**src/rtl/pwm_gen_if.sv**
```systemverilog
// Sample handshake between the mixer and pwm_gen: the sender offers a duty
// code, and pwm_gen signals that its shadow register is free to take it.
interface pwm_gen_if #(
   parameter int WIDTH = 8
);
   logic [WIDTH-1:0] sample_i;
   logic             sample_valid_i;
   logic             sample_ready_o;

   modport master (output sample_i, sample_valid_i, input sample_ready_o);
   modport slave  (input sample_i, sample_valid_i, output sample_ready_o);
endinterface

```
**src/rtl/pwm_gen.sv**
```systemverilog
// Double-buffered PWM generator with edge- and centre-aligned modes and a
// clock prescaler. New duty codes only take effect at a period boundary.
module pwm_gen #(
   parameter int WIDTH = 8,
   parameter int DIV   = 1
) (
   input  logic     clk,
   input  logic     nrst,
   input  logic     en,
   input  logic     mode_i,
   pwm_gen_if.slave smp,
   output logic     period_o,
   output logic     underrun_o,
   output logic     PWM_o
);
   localparam int CW = WIDTH + 1;
   localparam int DW = (DIV > 1) ? $clog2(DIV) : 1;
   localparam logic [CW-1:0] MAX    = CW'((2 ** WIDTH) - 1);
   localparam logic [CW-1:0] LAST_E = CW'((2 ** WIDTH) - 2);
   localparam logic [CW-1:0] LAST_C = CW'(2 * ((2 ** WIDTH) - 1) - 1);
   localparam logic [DW-1:0] DIV_LAST = DW'(DIV - 1);

   logic [WIDTH-1:0] shadow, duty_q;
   logic             shadow_full, mode_q;
   logic [CW-1:0]    cnt, last, t;
   logic [DW-1:0]    div_cnt;
   logic             tick, wrap, hi, accept;

   assign smp.sample_ready_o = !shadow_full;
   assign accept = smp.sample_valid_i && !shadow_full;
   assign tick   = en && (div_cnt == DIV_LAST);
   assign last   = mode_q ? LAST_C : LAST_E;
   assign wrap   = tick && (cnt == last);
   // Centre mode folds the up/down sweep back onto a single ramp.
   assign t      = (cnt < MAX) ? cnt : (LAST_C - cnt);
   assign hi     = mode_q ? (t < {1'b0, duty_q}) : (cnt < {1'b0, duty_q});

   always_ff @(posedge clk or negedge nrst) begin
      if (!nrst) begin
         shadow      <= '0;
         shadow_full <= 1'b0;
         duty_q      <= '0;
         mode_q      <= 1'b0;
         cnt         <= '0;
         div_cnt     <= '0;
         period_o    <= 1'b0;
         underrun_o  <= 1'b0;
         PWM_o       <= 1'b0;
      end else begin
         period_o   <= 1'b0;
         underrun_o <= 1'b0;
         // Accept and transfer are exclusive: accept needs the shadow empty.
         if (accept) begin
            shadow      <= smp.sample_i;
            shadow_full <= 1'b1;
         end
         if (!en) begin
            cnt     <= '0;
            div_cnt <= '0;
            PWM_o   <= 1'b0;
            mode_q  <= mode_i;
            if (shadow_full) begin
               duty_q      <= shadow;
               shadow_full <= 1'b0;
            end
         end else begin
            PWM_o <= hi;
            if (tick) begin
               div_cnt <= '0;
               cnt     <= wrap ? '0 : cnt + CW'(1);
            end else begin
               div_cnt <= div_cnt + DW'(1);
            end
            if (wrap) begin
               period_o <= 1'b1;
               mode_q   <= mode_i;
               if (shadow_full) begin
                  duty_q      <= shadow;
                  shadow_full <= 1'b0;
               end else begin
                  underrun_o <= 1'b1;
               end
            end
         end
      end
   end
endmodule

```
**src/flat_wrapper.sv**
```systemverilog
// flat-port wrapper written by rule: the top's interface ports become plain ports
module pwm_gen_flat 
#(
   parameter int WIDTH = 8,
   parameter int DIV   = 1
)
  (clk, nrst, en, mode_i, period_o, underrun_o, PWM_o, smp_sample_i, smp_sample_valid_i, smp_sample_ready_o);
  pwm_gen_if #(.WIDTH(WIDTH)) smp_i ();
  input  logic clk;
  input  logic nrst;
  input  logic en;
  input  logic mode_i;
  output logic period_o;
  output logic underrun_o;
  output logic PWM_o;
  input wire logic [$bits(smp_i.sample_i)-1:0] smp_sample_i;
  input wire logic [$bits(smp_i.sample_valid_i)-1:0] smp_sample_valid_i;
  output wire logic [$bits(smp_i.sample_ready_o)-1:0] smp_sample_ready_o;
  assign smp_i.sample_i = smp_sample_i;
  assign smp_i.sample_valid_i = smp_sample_valid_i;
  assign smp_sample_ready_o = smp_i.sample_ready_o;
  pwm_gen #(.WIDTH(WIDTH), .DIV(DIV)) u_core (.clk(clk), .nrst(nrst), .en(en), .mode_i(mode_i), .smp(smp_i), .period_o(period_o), .underrun_o(underrun_o), .PWM_o(PWM_o));
endmodule
```
**config.mk**
```make
export PLATFORM = sky130hd
export DESIGN_NAME = pwm_gen_flat
export DESIGN_NICKNAME = d
export VERILOG_FILES = /design/src/rtl/pwm_gen_if.sv /design/src/rtl/pwm_gen.sv /design/src/flat_wrapper.sv
export SDC_FILE = /design/constraint.sdc
export NUM_CORES = 1
export LEC_CHECK = 0
export BUFFER_PORTS_ARGS = -buffer_cell sky130_fd_sc_hd__buf_2
export CAP_MARGIN = 30
export CORE_MARGIN = 2
export CORE_UTILIZATION = 45
export CTS_CLUSTER_DIAMETER = 50
export DETAILED_ROUTE_END_ITERATION = 12
export GPL_TIMING_DRIVEN = 0
export PLACE_DENSITY = 0.6
export SETUP_SLACK_MARGIN = 0.4
export SLEW_MARGIN = 30
export SYNTH_ARGS = -nofsm -noshare
export SYNTH_HDL_FRONTEND = slang
export SYNTH_SLANG_ARGS = --single-unit
```
**constraint.sdc**
```tcl
create_clock -name clk -period 3.25 [get_ports clk]
set_clock_uncertainty 0.15 [all_clocks]
set_input_delay 0.65 -clock clk [delete_from_list [all_inputs] [get_ports clk]]
set_output_delay 0.65 -clock clk [all_outputs]
set_load 0.005 [all_outputs]
```
==> flow_summary.ini <==
[logic_synthesis]
async_reset_ff_share_pct = 100
synth.most_common_cell = dfrtp_1
ys_warn_count = 0
netlist_instances = 168
yosysSeqAreaShare_pct = 41.6
netlist_top_cells_count = dfrtp_1, mux2_2, ha_1, nor2_1
synth.distinct_cells = 42
synth.area.top_cells = dfrtp_1, ha_1, mux2_2
syn-cell-area_um2 = 1860
yosys_most_used_dff = dfrtp_1
avgSynthCellArea_um2 = 11.1
ys_seq_elements = 31
synth.top_cell.area_share_pct = 41.6
synth_top_area_cell = dfrtp_1
synth-edff-count = 0
syn_nets = 197

[cts]
cts_tree = yes
cts_buffer_depth = 2
worstSkewPairLatency_ps = 280
root_buffer = clkbuf_8
cts_max_level = 2
clk_pin_slew_worst_paths_ps = 60
ctsHoldBuffers = 0
cts_buffers = 5
clock-sinks = 31

[pwr]
clkPwrFrac_pct = 29.1
peakVddDrop_mv = 0.292
pwr-share-seq_pct = 47.6
switching_share_pct = 28.3
internal_power_uw = 753
total_power_mw = 1.05
p_per_area_nw_per_um2 = 500
switchingPower_uw = 297
power_frac_comb_pct = 23.4
power_leakage_nw = 1.06

[sta]
layout_setup_ws_ps = 697
finalCritPeriodShare_pct = 78.5
hold_viol_final = 0
rsz0062_at_grt = no
fin_crit_ps = 2550
setup_viol = 0
slew_headroom_pct = 52.2
slew_viol_final = 0
worst_slew_pin_slew_ps = 715
hold_ws_ps = 244
fmax_mhz = 392
tns_ps = 0

[grt]
grt_pass1_wl_mm = 5.58
grt-ovfl-total = 0
grt_max_degree = 32
grt.total_usage_pct = 16.6
antenna_found_initial = 0
grt_pass1_vias = 1268

[setup_path]
required_ps = 3290
reg2reg_from = u_core.cnt[1]
crit_type = reg -> reg
critical_path.top_delay_family = compound AO/OA/AOI/OAI gates
rr_worst_depth = 10
cp.depth = 10
crit_chain = ha_1 > nand3_1 > nor2_1 > nor2_2 > a21oi_1 > xor2_1 > ha_1 > a211oi_1 > o21ai_0 > o32ai_2
worstPathBufferInverterCount = 0
cp_max_fo = 8
path_common_cell = ha_1
crit_path_end_kind = flip-flop
critPathLaunchType = flip-flop
r2r_slack_ps = 700
cp.arrival_ps = 2590
critPathMaxStageDelay_ps = 480
slowest_stage = dfrtp_1
cp-startpoint = u_core.cnt[1]
timing.rr.end = u_core.PWM_o
endpoint = u_core.PWM_o

[placement]
post_dp_cell_area_um2 = 2000
gp_congestion = 0.797
numPortBuffers = 15
place_worst_setup_slack_ps = 491
dp_cells = 233
hpwlAfterDp_mm = 2.54

[layout]
drive_gt1_share_pct = 29.5
nets = 219
post-route-util_pct = 52.5
fin_area_um2 = 2100
seq_area_um2 = 776
layout.cells.non_filler = 240
nFillCells = 373
areaGrowthSynthToFinish_pct = 12.6
antenna_cells = 0
multi_input_area_um2 = 958

[run]
cap_violations = 0

[floorplan]
start_util_pct = 46.6
fp.dieArea_um2 = 4670
die_w_um = 68.4
row_count = 23
io_pins = 17
die-height_um = 68.4
core_area_um2 = 4000

[routing]
dr.max_layer_used = met4
wl_met3_um = 89
vias = 1281
wl_per_cell_um = 13.8
drc = 0
wl_met1_mm = 1.45
drt_wl_total_mm = 3.32
post_drt_via_cell_ratio = 5.34
drt_first_pass_iters = 4
initialDrtViolationCount = 36
met2WireLength_mm = 1.71
ant_nets = 0

[outcome]
status = finished, final reports clean

[worst_hold_path]
hold_path.class = in -> async
## placed cells by master, fill, tap and decap left out, types with 2 or more instances in the layout
cell and n:
nor2b_1 3, nand4_1 5, a21oi_1 8, mux2_2 17
buf_2 15, inv_1 10, a21o_1 3, nand2_1 10
a21boi_0 2, xor2_1 8, nor2_1 10, or3_1 2
and3_1 2, nand3_1 3, xnor2_1 3, a211oi_1 2
ha_1 16, dfrtp_1 31, a31oi_1 2, clkbuf_8 8
o21ai_0 6
## final cells by class
type                            instances  area share [%]
Multi-Input combinational cell        119            45.6
Sequential cell                        31            36.9
Buffer                                  8            4.89
Clock buffer                            6            3.93
Timing Repair Buffer                   15            3.58
Tap cell                               50            2.98
Inverter                               10            1.79
Clock inverter                          1           0.238
## routing by layer
metal	GRT usage [%]	vias up
li1	-	635
met1	19.4	624
met2	28.3	15
met3	4.44	7
met4	7.50	0
met5	0	-
## worst register-to-register path: cells and delay by family, from the launching register on
kind,cells,cell delay (ps)
DFF,1,480
and+or+nand+nor,3,380
xor gates and xnor gates,1,160
adders and majority gates,2,570
AOI/OAI and AO/OA,4,720
## state kept, by name, indices dropped and copies added, names as in the netlist
signal and flops:
u_core.div_cnt 1, u_core.cnt 9, u_core.underrun_o 1, u_core.mode_q 1
u_core.period_o 1, u_core.PWM_o 1, u_core.shadow 8, u_core.duty_q 8
u_core.shadow_full 1
## how the worst min path moves through the flow
| stage | cells after the start | endpoint | from | slack, ps |
|---|---|---|---|---|
| after floorplan | 0 | u_core.PWM_o | nrst | 200 |
| after global placement | 1 | u_core.duty_q[1] | u_core.shadow[1] | 340 |
| after detailed placement | 1 | u_core.shadow[1] | u_core.shadow[1] | 340 |
| after CTS | 1 | u_core.div_cnt | nrst | 270 |
| after global routing | 1 | u_core.shadow[5] | nrst | 300 |
| final | 1 | u_core.cnt[8] | nrst | 240 |
## power by group through the flow
| stage | Clock, mW | Sequential, mW | Combinational, mW |
|---|---|---|---|
| after floorplan | 0 | 0.494 | 0.189 |
| after global placement | 0 | 0.504 | 0.234 |
| after detailed placement | 0 | 0.508 | 0.247 |
| after CTS | 0.316 | 0.501 | 0.250 |
| after global routing | 0.329 | 0.509 | 0.281 |
| final | 0.305 | 0.499 | 0.246 |
## logic make-up (layout without fill, tap and decap cells)
family                     after synthesis  in the layout  synth area share [%]
buffers and inverters                   18             40                  7.52
adders and majority gates               16             16                  10.7
other                                    1              1                 0.201
xor gates and xnor gates                11             11                  5.17
muxes                                   18             18                  10.8
DFF                                     31             31                  41.6
and+or+nand+nor                         44             44                  12.9
AOI/OAI and AO/OA                       29             29                  11.1
## timing repair
action	in CTS	in global routing
setup buffers	0	0
endpoints found under the hold margin	0	0
setup endpoints to repair	0	1
gates resized for setup	0	2
Note: power is estimated with default switching activity, not from simulation.
